<file path="config.mk">
export PLATFORM = sky130hd
export DESIGN_NAME = ex_operand_stage
export DESIGN_NICKNAME = d
export VERILOG_FILES = /design/src/rtl/ex_operand_stage_pkg.sv /design/src/rtl/ex_operand_stage_fwd_mux.sv /design/src/rtl/ex_operand_stage.sv
export SDC_FILE = /design/constraint.sdc
export NUM_CORES = 1
export LEC_CHECK = 0
export CAP_MARGIN = 20
export CORE_MARGIN = 1
export CORE_UTILIZATION = 39
export CTS_BUF_LIST = sky130_fd_sc_hd__clkbuf_4
export CTS_CLUSTER_SIZE = 24
export DETAILED_ROUTE_END_ITERATION = 6
export GPL_TIMING_DRIVEN = 0
export PLACE_DENSITY_LB_ADDON = 0.3
export SLEW_MARGIN = 25
export SYNTH_ARGS = -nofsm -noshare
export SYNTH_HDL_FRONTEND = slang
export SYNTH_SLANG_ARGS = --single-unit
</file>
<file path="constraint.sdc">
create_clock -name clk_i -period 5.4 [get_ports clk_i]
set_input_delay 0.81 -clock clk_i [delete_from_list [all_inputs] [get_ports clk_i]]
set_output_delay 0.81 -clock clk_i [all_outputs]
set_load 0.05 [all_outputs]
</file>
<file path="src/rtl/ex_operand_stage_pkg.sv">
// rtl/ex_operand_stage_pkg.sv - shared ALU codes, forward-select encoding and pipeline entry type
package ex_operand_stage_pkg;

    localparam logic [3:0] ALU_AND         = 4'd0;
    localparam logic [3:0] ALU_OR          = 4'd1;
    localparam logic [3:0] ALU_ADD         = 4'd2;
    localparam logic [3:0] ALU_SUB         = 4'd3;
    localparam logic [3:0] ALU_SLTU        = 4'd4;
    localparam logic [3:0] ALU_SRL         = 4'd5;
    localparam logic [3:0] ALU_SLL         = 4'd6;
    localparam logic [3:0] ALU_SLT         = 4'd7;
    localparam logic [3:0] ALU_MUL         = 4'd8;
    localparam logic [3:0] ALU_LUI         = 4'd14;
    localparam logic [3:0] ALU_CTRL_BUBBLE = 4'hF;

    typedef enum logic [1:0] {
        FWD_RF  = 2'd0,
        FWD_EXM = 2'd1,
        FWD_MWB = 2'd2
    } fwd_sel_e;

    typedef struct packed {
        logic        valid;
        logic        regwrite;
        logic [4:0]  rs_addr;
        logic [4:0]  rt_addr;
        logic [4:0]  rd_addr;
        logic [31:0] rs_data;
        logic [31:0] rt_data;
        logic [15:0] imm;
        logic [4:0]  shamt;
        logic [3:0]  alu_ctrl;
        logic        alusrc;
        logic        shamt_sel;
        logic        zext;
    } ex_entry_t;

    function automatic logic [31:0] ext_imm(input logic [15:0] imm, input logic zext);
        return zext ? {16'h0000, imm} : {{16{imm[15]}}, imm};
    endfunction

endpackage

</file>
<file path="src/rtl/ex_operand_stage_fwd_mux.sv">
// rtl/ex_operand_stage_fwd_mux.sv - one source operand's EX/MEM and MEM/WB bypass selection
module fwd_mux
    import ex_operand_stage_pkg::*;
#(
    parameter int FWD_EN = 1
) (
    input  logic [4:0]  addr_i,
    input  logic [31:0] rf_data_i,
    input  logic        exm_regwrite_i,
    input  logic [4:0]  exm_rd_i,
    input  logic [31:0] exm_result_i,
    input  logic        mwb_regwrite_i,
    input  logic [4:0]  mwb_rd_i,
    input  logic [31:0] mwb_data_i,
    output logic [31:0] data_o
);

    fwd_sel_e sel;

    // The younger EX/MEM result wins over MEM/WB; r0 is hard-wired and never bypassed.
    always_comb begin
        sel = FWD_RF;
        if (FWD_EN != 0) begin
            if (exm_regwrite_i && (exm_rd_i != 5'd0) && (exm_rd_i == addr_i)) begin
                sel = FWD_EXM;
            end else if (mwb_regwrite_i && (mwb_rd_i != 5'd0) && (mwb_rd_i == addr_i)) begin
                sel = FWD_MWB;
            end
        end
    end

    always_comb begin
        case (sel)
            FWD_EXM: data_o = exm_result_i;
            FWD_MWB: data_o = mwb_data_i;
            default: data_o = rf_data_i;
        endcase
    end

endmodule

</file>
<file path="src/rtl/ex_operand_stage.sv">
// rtl/ex_operand_stage.sv - ID/EX pipeline register with operand forwarding and selection
module ex_operand_stage
    import ex_operand_stage_pkg::*;
#(
    parameter int FWD_EN = 1
) (
    input  logic        clk_i,
    input  logic        rst_i,
    input  logic        stall_i,
    input  logic        flush_i,
    input  logic        id_valid_i,
    input  logic [31:0] id_rs_data_i,
    input  logic [31:0] id_rt_data_i,
    input  logic [4:0]  id_rs_addr_i,
    input  logic [4:0]  id_rt_addr_i,
    input  logic [4:0]  id_rd_addr_i,
    input  logic [15:0] id_imm_i,
    input  logic [4:0]  id_shamt_i,
    input  logic [3:0]  id_alu_ctrl_i,
    input  logic        id_alusrc_i,
    input  logic        id_shamt_sel_i,
    input  logic        id_zext_i,
    input  logic        id_regwrite_i,
    input  logic        exm_regwrite_i,
    input  logic [4:0]  exm_rd_i,
    input  logic [31:0] exm_result_i,
    input  logic        mwb_regwrite_i,
    input  logic [4:0]  mwb_rd_i,
    input  logic [31:0] mwb_data_i,
    output logic [31:0] src1_o,
    output logic [31:0] src2_o,
    output logic [3:0]  ctrl_o,
    output logic        valid_o,
    output logic        regwrite_o,
    output logic [4:0]  wr_addr_o,
    output logic [31:0] rt_fwd_o
);

    ex_entry_t entry_q, entry_d, id_entry;
    logic [31:0] rs_fwd, rt_fwd;

    always_comb begin
        id_entry.valid     = id_valid_i;
        id_entry.regwrite  = id_regwrite_i;
        id_entry.rs_addr   = id_rs_addr_i;
        id_entry.rt_addr   = id_rt_addr_i;
        id_entry.rd_addr   = id_rd_addr_i;
        id_entry.rs_data   = id_rs_data_i;
        id_entry.rt_data   = id_rt_data_i;
        id_entry.imm       = id_imm_i;
        id_entry.shamt     = id_shamt_i;
        id_entry.alu_ctrl  = id_alu_ctrl_i;
        id_entry.alusrc    = id_alusrc_i;
        id_entry.shamt_sel = id_shamt_sel_i;
        id_entry.zext      = id_zext_i;
    end

    // Flush beats stall so a redirect can never leave a stale instruction held.
    always_comb begin
        entry_d = id_entry;
        if (flush_i) begin
            entry_d.valid    = 1'b0;
            entry_d.regwrite = 1'b0;
        end else if (stall_i) begin
            entry_d = entry_q;
        end
    end

    always_ff @(posedge clk_i) begin
        if (rst_i) begin
            entry_q          <= '0;
            entry_q.alu_ctrl <= ALU_CTRL_BUBBLE;
        end else begin
            entry_q <= entry_d;
        end
    end

    fwd_mux #(.FWD_EN(FWD_EN)) u_fwd_rs (
        .addr_i        (entry_q.rs_addr),
        .rf_data_i     (entry_q.rs_data),
        .exm_regwrite_i(exm_regwrite_i),
        .exm_rd_i      (exm_rd_i),
        .exm_result_i  (exm_result_i),
        .mwb_regwrite_i(mwb_regwrite_i),
        .mwb_rd_i      (mwb_rd_i),
        .mwb_data_i    (mwb_data_i),
        .data_o        (rs_fwd)
    );

    fwd_mux #(.FWD_EN(FWD_EN)) u_fwd_rt (
        .addr_i        (entry_q.rt_addr),
        .rf_data_i     (entry_q.rt_data),
        .exm_regwrite_i(exm_regwrite_i),
        .exm_rd_i      (exm_rd_i),
        .exm_result_i  (exm_result_i),
        .mwb_regwrite_i(mwb_regwrite_i),
        .mwb_rd_i      (mwb_rd_i),
        .mwb_data_i    (mwb_data_i),
        .data_o        (rt_fwd)
    );

    // An invalid entry presents all-zero operands and the bubble code so the ALU yields 0.
    always_comb begin
        src1_o     = 32'd0;
        src2_o     = 32'd0;
        ctrl_o     = ALU_CTRL_BUBBLE;
        rt_fwd_o   = 32'd0;
        valid_o    = entry_q.valid;
        regwrite_o = entry_q.valid & entry_q.regwrite;
        wr_addr_o  = entry_q.rd_addr;
        if (entry_q.valid) begin
            src1_o   = entry_q.shamt_sel ? {27'd0, entry_q.shamt} : rs_fwd;
            src2_o   = entry_q.alusrc ? ext_imm(entry_q.imm, entry_q.zext) : rt_fwd;
            ctrl_o   = entry_q.alu_ctrl;
            rt_fwd_o = rt_fwd;
        end
    end

endmodule

</file>
* Word level (Yosys, flattened, before mapping)
Cells that the tools add are included.
Storage, ports and cells: bits in registers 109, input bits 189, output and inout port bits 107, logic and storage cells 47
Operators by class: equal/unequal tests 9, mux-type cells 15, bitwise gates (word level) 1, reductions and logical operators 9
Operators with widths (number):
- $mux W107 | 2
- $mux W32 | 6
- $pmux W32 S2 | 2
- $eq A5 B5 Y1 | 4
- $reduce_bool A5 Y1 | 2
- $mux W2 | 4
- $logic_and A1 B1 Y1 | 6
- $eq A2 B1 Y1 const B | 2
- $eq A2 B2 Y1 const B | 2
- $mux W4 | 1
- $ne A2 B1 Y1 const B | 1
- $reduce_or A2 Y1 | 1
- $and A1 B1 Y1 | 1

* Depth between registers and ports, before layout
word-level depth 9, depth in mapped cells 7, mapped depth without buffers 5

* Hierarchy
Synthesis repeated with hierarchy kept, for this count alone.
Unflattened totals: cells, all modules 1006, area, all modules 8361.8 um2
By module, submodules not included:
- ex_operand_stage | times used 1, cells an instance 638, area an instance 5884.4 um2, sequential area each 2182.1 um2
- fwd_mux | times used 2, cells an instance 184, area an instance 1238.7 um2, sequential area each 0.0 um2

* Least setup slack after synthesis
No wires, ideal clock.
kind input-to-output, from input mwb_rd_i[0], to output src2_o[0], data arrival time 2994 ps, data required time 4590 ps, path slack 1596 ps, stages 6, path buffers 1, cells stage by stage or4_1 -> o21a_1 -> and3_1 -> buf_6 -> mux2i_1 -> o21ai_0
On the way: longest elaborated chain between the ends 9
Ends and longest elaborated chain:
- start: declaration | RTL line ex_operand_stage.sv:28 | input logic [4:0] mwb_rd_i,
- $reduce_bool A5 Y1 | RTL line ex_operand_stage_fwd_mux.sv:26 | end else if (mwb_regwrite_i && (mwb_rd_i != 5'd0) && (mwb_rd_i == addr_i)) begin
- $logic_and A1 B1 Y1 | RTL line ex_operand_stage_fwd_mux.sv:26
- $logic_and A1 B1 Y1 (*) | RTL line ex_operand_stage_fwd_mux.sv:26
- $mux W2 (*) | RTL line ex_operand_stage_fwd_mux.sv:26
- $mux W2 (*) | RTL line ex_operand_stage_fwd_mux.sv:24 | if (exm_regwrite_i && (exm_rd_i != 5'd0) && (exm_rd_i == addr_i)) begin
- $eq A2 B2 Y1 or $eq A2 B1 Y1 (tied branches) | RTL line ex_operand_stage_fwd_mux.sv:33 | case (sel)
- $pmux W32 S2 (*) | RTL line ex_operand_stage_fwd_mux.sv:33
- $mux W32 (*) | RTL line ex_operand_stage.sv:113 | src2_o = entry_q.alusrc ? ext_imm(entry_q.imm, entry_q.zext) : rt_fwd;
- $mux W32 (*) | RTL line ex_operand_stage.sv:111 | if (entry_q.valid) begin
- end: declaration | RTL line ex_operand_stage.sv:31 | output logic [31:0] src2_o,
Every way passes the cells marked *; elsewhere a longest branch is shown, timed or not.

* Final worst setup path
from input exm_rd_i[0], to output src1_o[19]
On the way: longest elaborated chain between the ends 8
Ends and longest elaborated chain:
- start: declaration | RTL line ex_operand_stage.sv:25 | input logic [4:0] exm_rd_i,
- $reduce_bool A5 Y1 | RTL line ex_operand_stage_fwd_mux.sv:24
- $logic_and A1 B1 Y1 | RTL line ex_operand_stage_fwd_mux.sv:24
- $logic_and A1 B1 Y1 (*) | RTL line ex_operand_stage_fwd_mux.sv:24
- $mux W2 (*) | RTL line ex_operand_stage_fwd_mux.sv:24
- $eq A2 B2 Y1 or $eq A2 B1 Y1 (tied branches) | RTL line ex_operand_stage_fwd_mux.sv:33
- $pmux W32 S2 (*) | RTL line ex_operand_stage_fwd_mux.sv:33
- $mux W32 (*) | RTL line ex_operand_stage.sv:112 | src1_o = entry_q.shamt_sel ? {27'd0, entry_q.shamt} : rs_fwd;
- $mux W32 (*) | RTL line ex_operand_stage.sv:111
- end: declaration | RTL line ex_operand_stage.sv:30 | output logic [31:0] src1_o,
Marked as above.

==> impl_metrics.yaml <==
status:
  outcome: "finished clean"
pwr:
  power_frac_clock_pct: 25.5
  ir_drop_mv: 0.108
  p_per_area_mw_per_mm2: 190
  p_sw_share_pct: 29.9
  p_int_w: 0.00125
  seqPwrFrac_pct: 49.8
  switchingPower_w: 0.000534
  leakage_nw: 3.20
  power_frac_comb_pct: 24.8
clock_network:
  clock_sinks: 109
  cts_tree: "yes"
  postCtsHoldBufs: 0
  post_cts_resized: 0
  clk_pin_slew_ps: 150
  cts_max_path_buffers: 2
  clock_latency_ps: 480
  cts_made_buffers: 9
  cts_htree_levels: 3
  root_buffer: "clkbuf_4"
  postCtsSetupBuffers: 0
route:
  final_antenna_net_count: 0
  wl_um: 25400
  drt_iter0_markers: 505
  dr.pass1.iters: 5
  wl_per_cell_um: 18.9
  route.vias.total: 7444
  viasPerCell: 5.54
  drc: 0
synth:
  avgSynthCellArea_um2: 7.18
  synth_edf_count: 0
  dominantRegCellSynth: "dfxtp_1"
  yosysMostFrequentCell: "nand2_1"
  synth_area_leaders: "dfxtp_1, nand2_1, a21oi_1"
  synth_common_cells: "nand2_1, a21oi_1, dfxtp_1"
  ys_warn_count: 0
  syn_inst: 847
  async_reset_ff_share_pct: 0
  ys_ff_latch: 109
  yosysTopAreaCellShare_pct: 35.9
  syn_nets: 1036
  yosysSeqAreaShare_pct: 35.9
  netlist_area_mm2: 0.00608
  synth_top_area_cell: "dfxtp_1"
  synth_cell_types: 36
cells_and_area:
  nets: 1341
  fin_area_mm2: 0.00941
  finish.utilization_pct: 61.9
  area_delta_synth_final_pct: 54.7
  nFillCells: 1409
  multi_input_area_mm2: 0.00349
  area.sequential_mm2: 0.00218
  drive_above_1_share_pct: 3.64
worst_setup_path:
  start_kind: "input pin"
  timing.rr.start: "valid_o$_SDFFE_PP0N_"
  reg2reg_to: "valid_o$_SDFFE_PP0N_"
  r2r_setup_slack_ps: 3570
  critPathMaxFanout: 10
  worstPathRequired_ps: 4590
  worstSetupPathType: "input pin to primary output"
  timing.critical_path.from: "exm_rd_i[0]"
  endpoint_kind: "primary output"
  arrival_ps: 4100
  r2r_cells: 4
  critPathCapture: "src1_o[19]"
sta:
  setup_violations: 0
  layout_worst_path_cycle_share_pct: 90.9
  maxSlewHeadroom_pct: 47.4
  period_minus_slack_ps: 4910
  hold_viol_final: 0
  max_freq_mhz: 204
  slew_violations: 0
  clock_skew_ps: 0
  rsz0062_at_grt: "false"
  holdWs_ps: 461
  fin_setup_tns_ps: 0
  worst_pin_slew_ps: 785
global_routing:
  grt_pass1_vias: 6886
  grtUsageTotal_pct: 31.0
  grt_pass1_wl_um: 38300
  antenna_found_initial: 1
  grt-ovfl-total: 0
  grt_max_degree: 17
floorplan:
  rows: 45
  fp.coreArea_mm2: 0.0152
  die_w_um: 127
  dieArea_mm2: 0.0161
  num_io_pins: 296
  die_y_um: 127
  start_util_pct: 40.0
placed_design:
  placed_area_mm2: 0.00926
  routabilityCongestion: 0.928
  io_buffers: 294
  dpl.hpwl_um: 19700
worst_hold_path:
  worstHoldPathType: "register to register"
run:
  max_cap_viol_count: 0
-- metrics by stage --
stage / setup slack, ps / power [W] / instances
final: 489 / 0.00178 / 1344
after global routing: 407 / 0.00186 / 1344
after CTS: 550 / 0.00178 / 1343
after detailed placement: 558 / 0.00134 / 1329
after global placement: 574 / 0.00134 / 1329
after floorplan: 1600 / 0.00110 / 847
-- per-layer routing --
metal | track usage [%] | vias to the layer above | routed length, um
li1 | - | 3558 | -
met5 | 0 | - | 0
met4 | 10.9 | 0 | 589
met1 | 41.0 | 3467 | 11000
met2 | 51.5 | 380 | 11900
met3 | 4.60 | 39 | 1950
-- power by group through the flow --
| stage | registers (W) | logic (W) | clock network, W |
|---|---|---|---|
| after floorplan | 0.000894 | 0.000206 | 0 |
| after global placement | 0.000903 | 0.000433 | 0 |
| after detailed placement | 0.000904 | 0.000436 | 0 |
| after CTS | 0.000887 | 0.000439 | 0.000459 |
| after global routing | 0.000893 | 0.000474 | 0.000490 |
| final | 0.000888 | 0.000442 | 0.000454 |
-- logic make-up after synthesis --
family | Yosys count | share of synthesized area, %
and+or+nand+nor | 293 | 19.6
AOI/OAI and AO/OA | 291 | 26.6
DFF | 109 | 35.9
buffers and inverters | 84 | 6.75
muxes | 50 | 8.23
xor gates and xnor gates | 20 | 2.88
-- registers in the layout (all words and copies together), names as in the netlist --
| register | flops |
|---|---|
| wr_addr_o | 5 |
| entry_q | 103 |
| valid_o | 1 |
-- worst max-delay path, cell delays in order --
cell and delay, ps:
clkdlybuf4s50_1 470, or4_1 560, nor2_2 140, or4_1 130
buf_2 180, clkbuf_1 500, o21ai_0 180, a21oi_1 260
clkdlybuf4s50_1 860
-- area by class of cell --
| class | count | share of cell area (%) |
|---|---|---|
| Antenna cell | 1 | 0.0266 |
| Buffer | 84 | 4.36 |
| Clock buffer | 9 | 0.718 |
| Clock inverter | 5 | 0.825 |
| Multi-Input combinational cell | 654 | 37.1 |
| Sequential cell | 109 | 23.2 |
| Tap cell | 188 | 2.50 |
| Timing Repair Buffer | 294 | 31.3 |
-- worst min path at each step --
stage                             start                       end  depth (start not counted)
2_1_floorplan   entry_q[0]$_SDFFE_PP0P_   entry_q[0]$_SDFFE_PP0P_                          2
3_3_place_gp   entry_q[42]$_SDFFE_PP0P_  entry_q[42]$_SDFFE_PP0P_                          2
3_5_place_dp   entry_q[33]$_SDFFE_PP0P_  entry_q[33]$_SDFFE_PP0P_                          2
4_1_cts        entry_q[34]$_SDFFE_PP0P_  entry_q[34]$_SDFFE_PP0P_                          2
5_1_grt        entry_q[52]$_SDFFE_PP0P_  entry_q[52]$_SDFFE_PP0P_                          2
6_report       entry_q[34]$_SDFFE_PP0P_  entry_q[34]$_SDFFE_PP0P_                          2
-- placed cells by master (no fill, tap or decap), types with 3 or more instances in the layout --
master and n:
dfxtp_1 109, o31ai_1 16, a31oi_1 32, mux2i_1 50, buf_4 5, nand3_1 8, clkdlybuf4s50_1 294, xor2_1 10
a32oi_1 15, xnor2_1 10, clkbuf_1 54, nor2b_1 3, a21oi_1 146, o21ai_1 15, nand3b_1 4, clkbuf_4 9
o21ai_0 59, nor3_1 4, buf_2 13, buf_6 5, o221ai_1 5, nand2_1 253, nand2b_1 6, or4_1 3
buf_1 5
No activity file was read; power rests on OpenSTA's default activity.
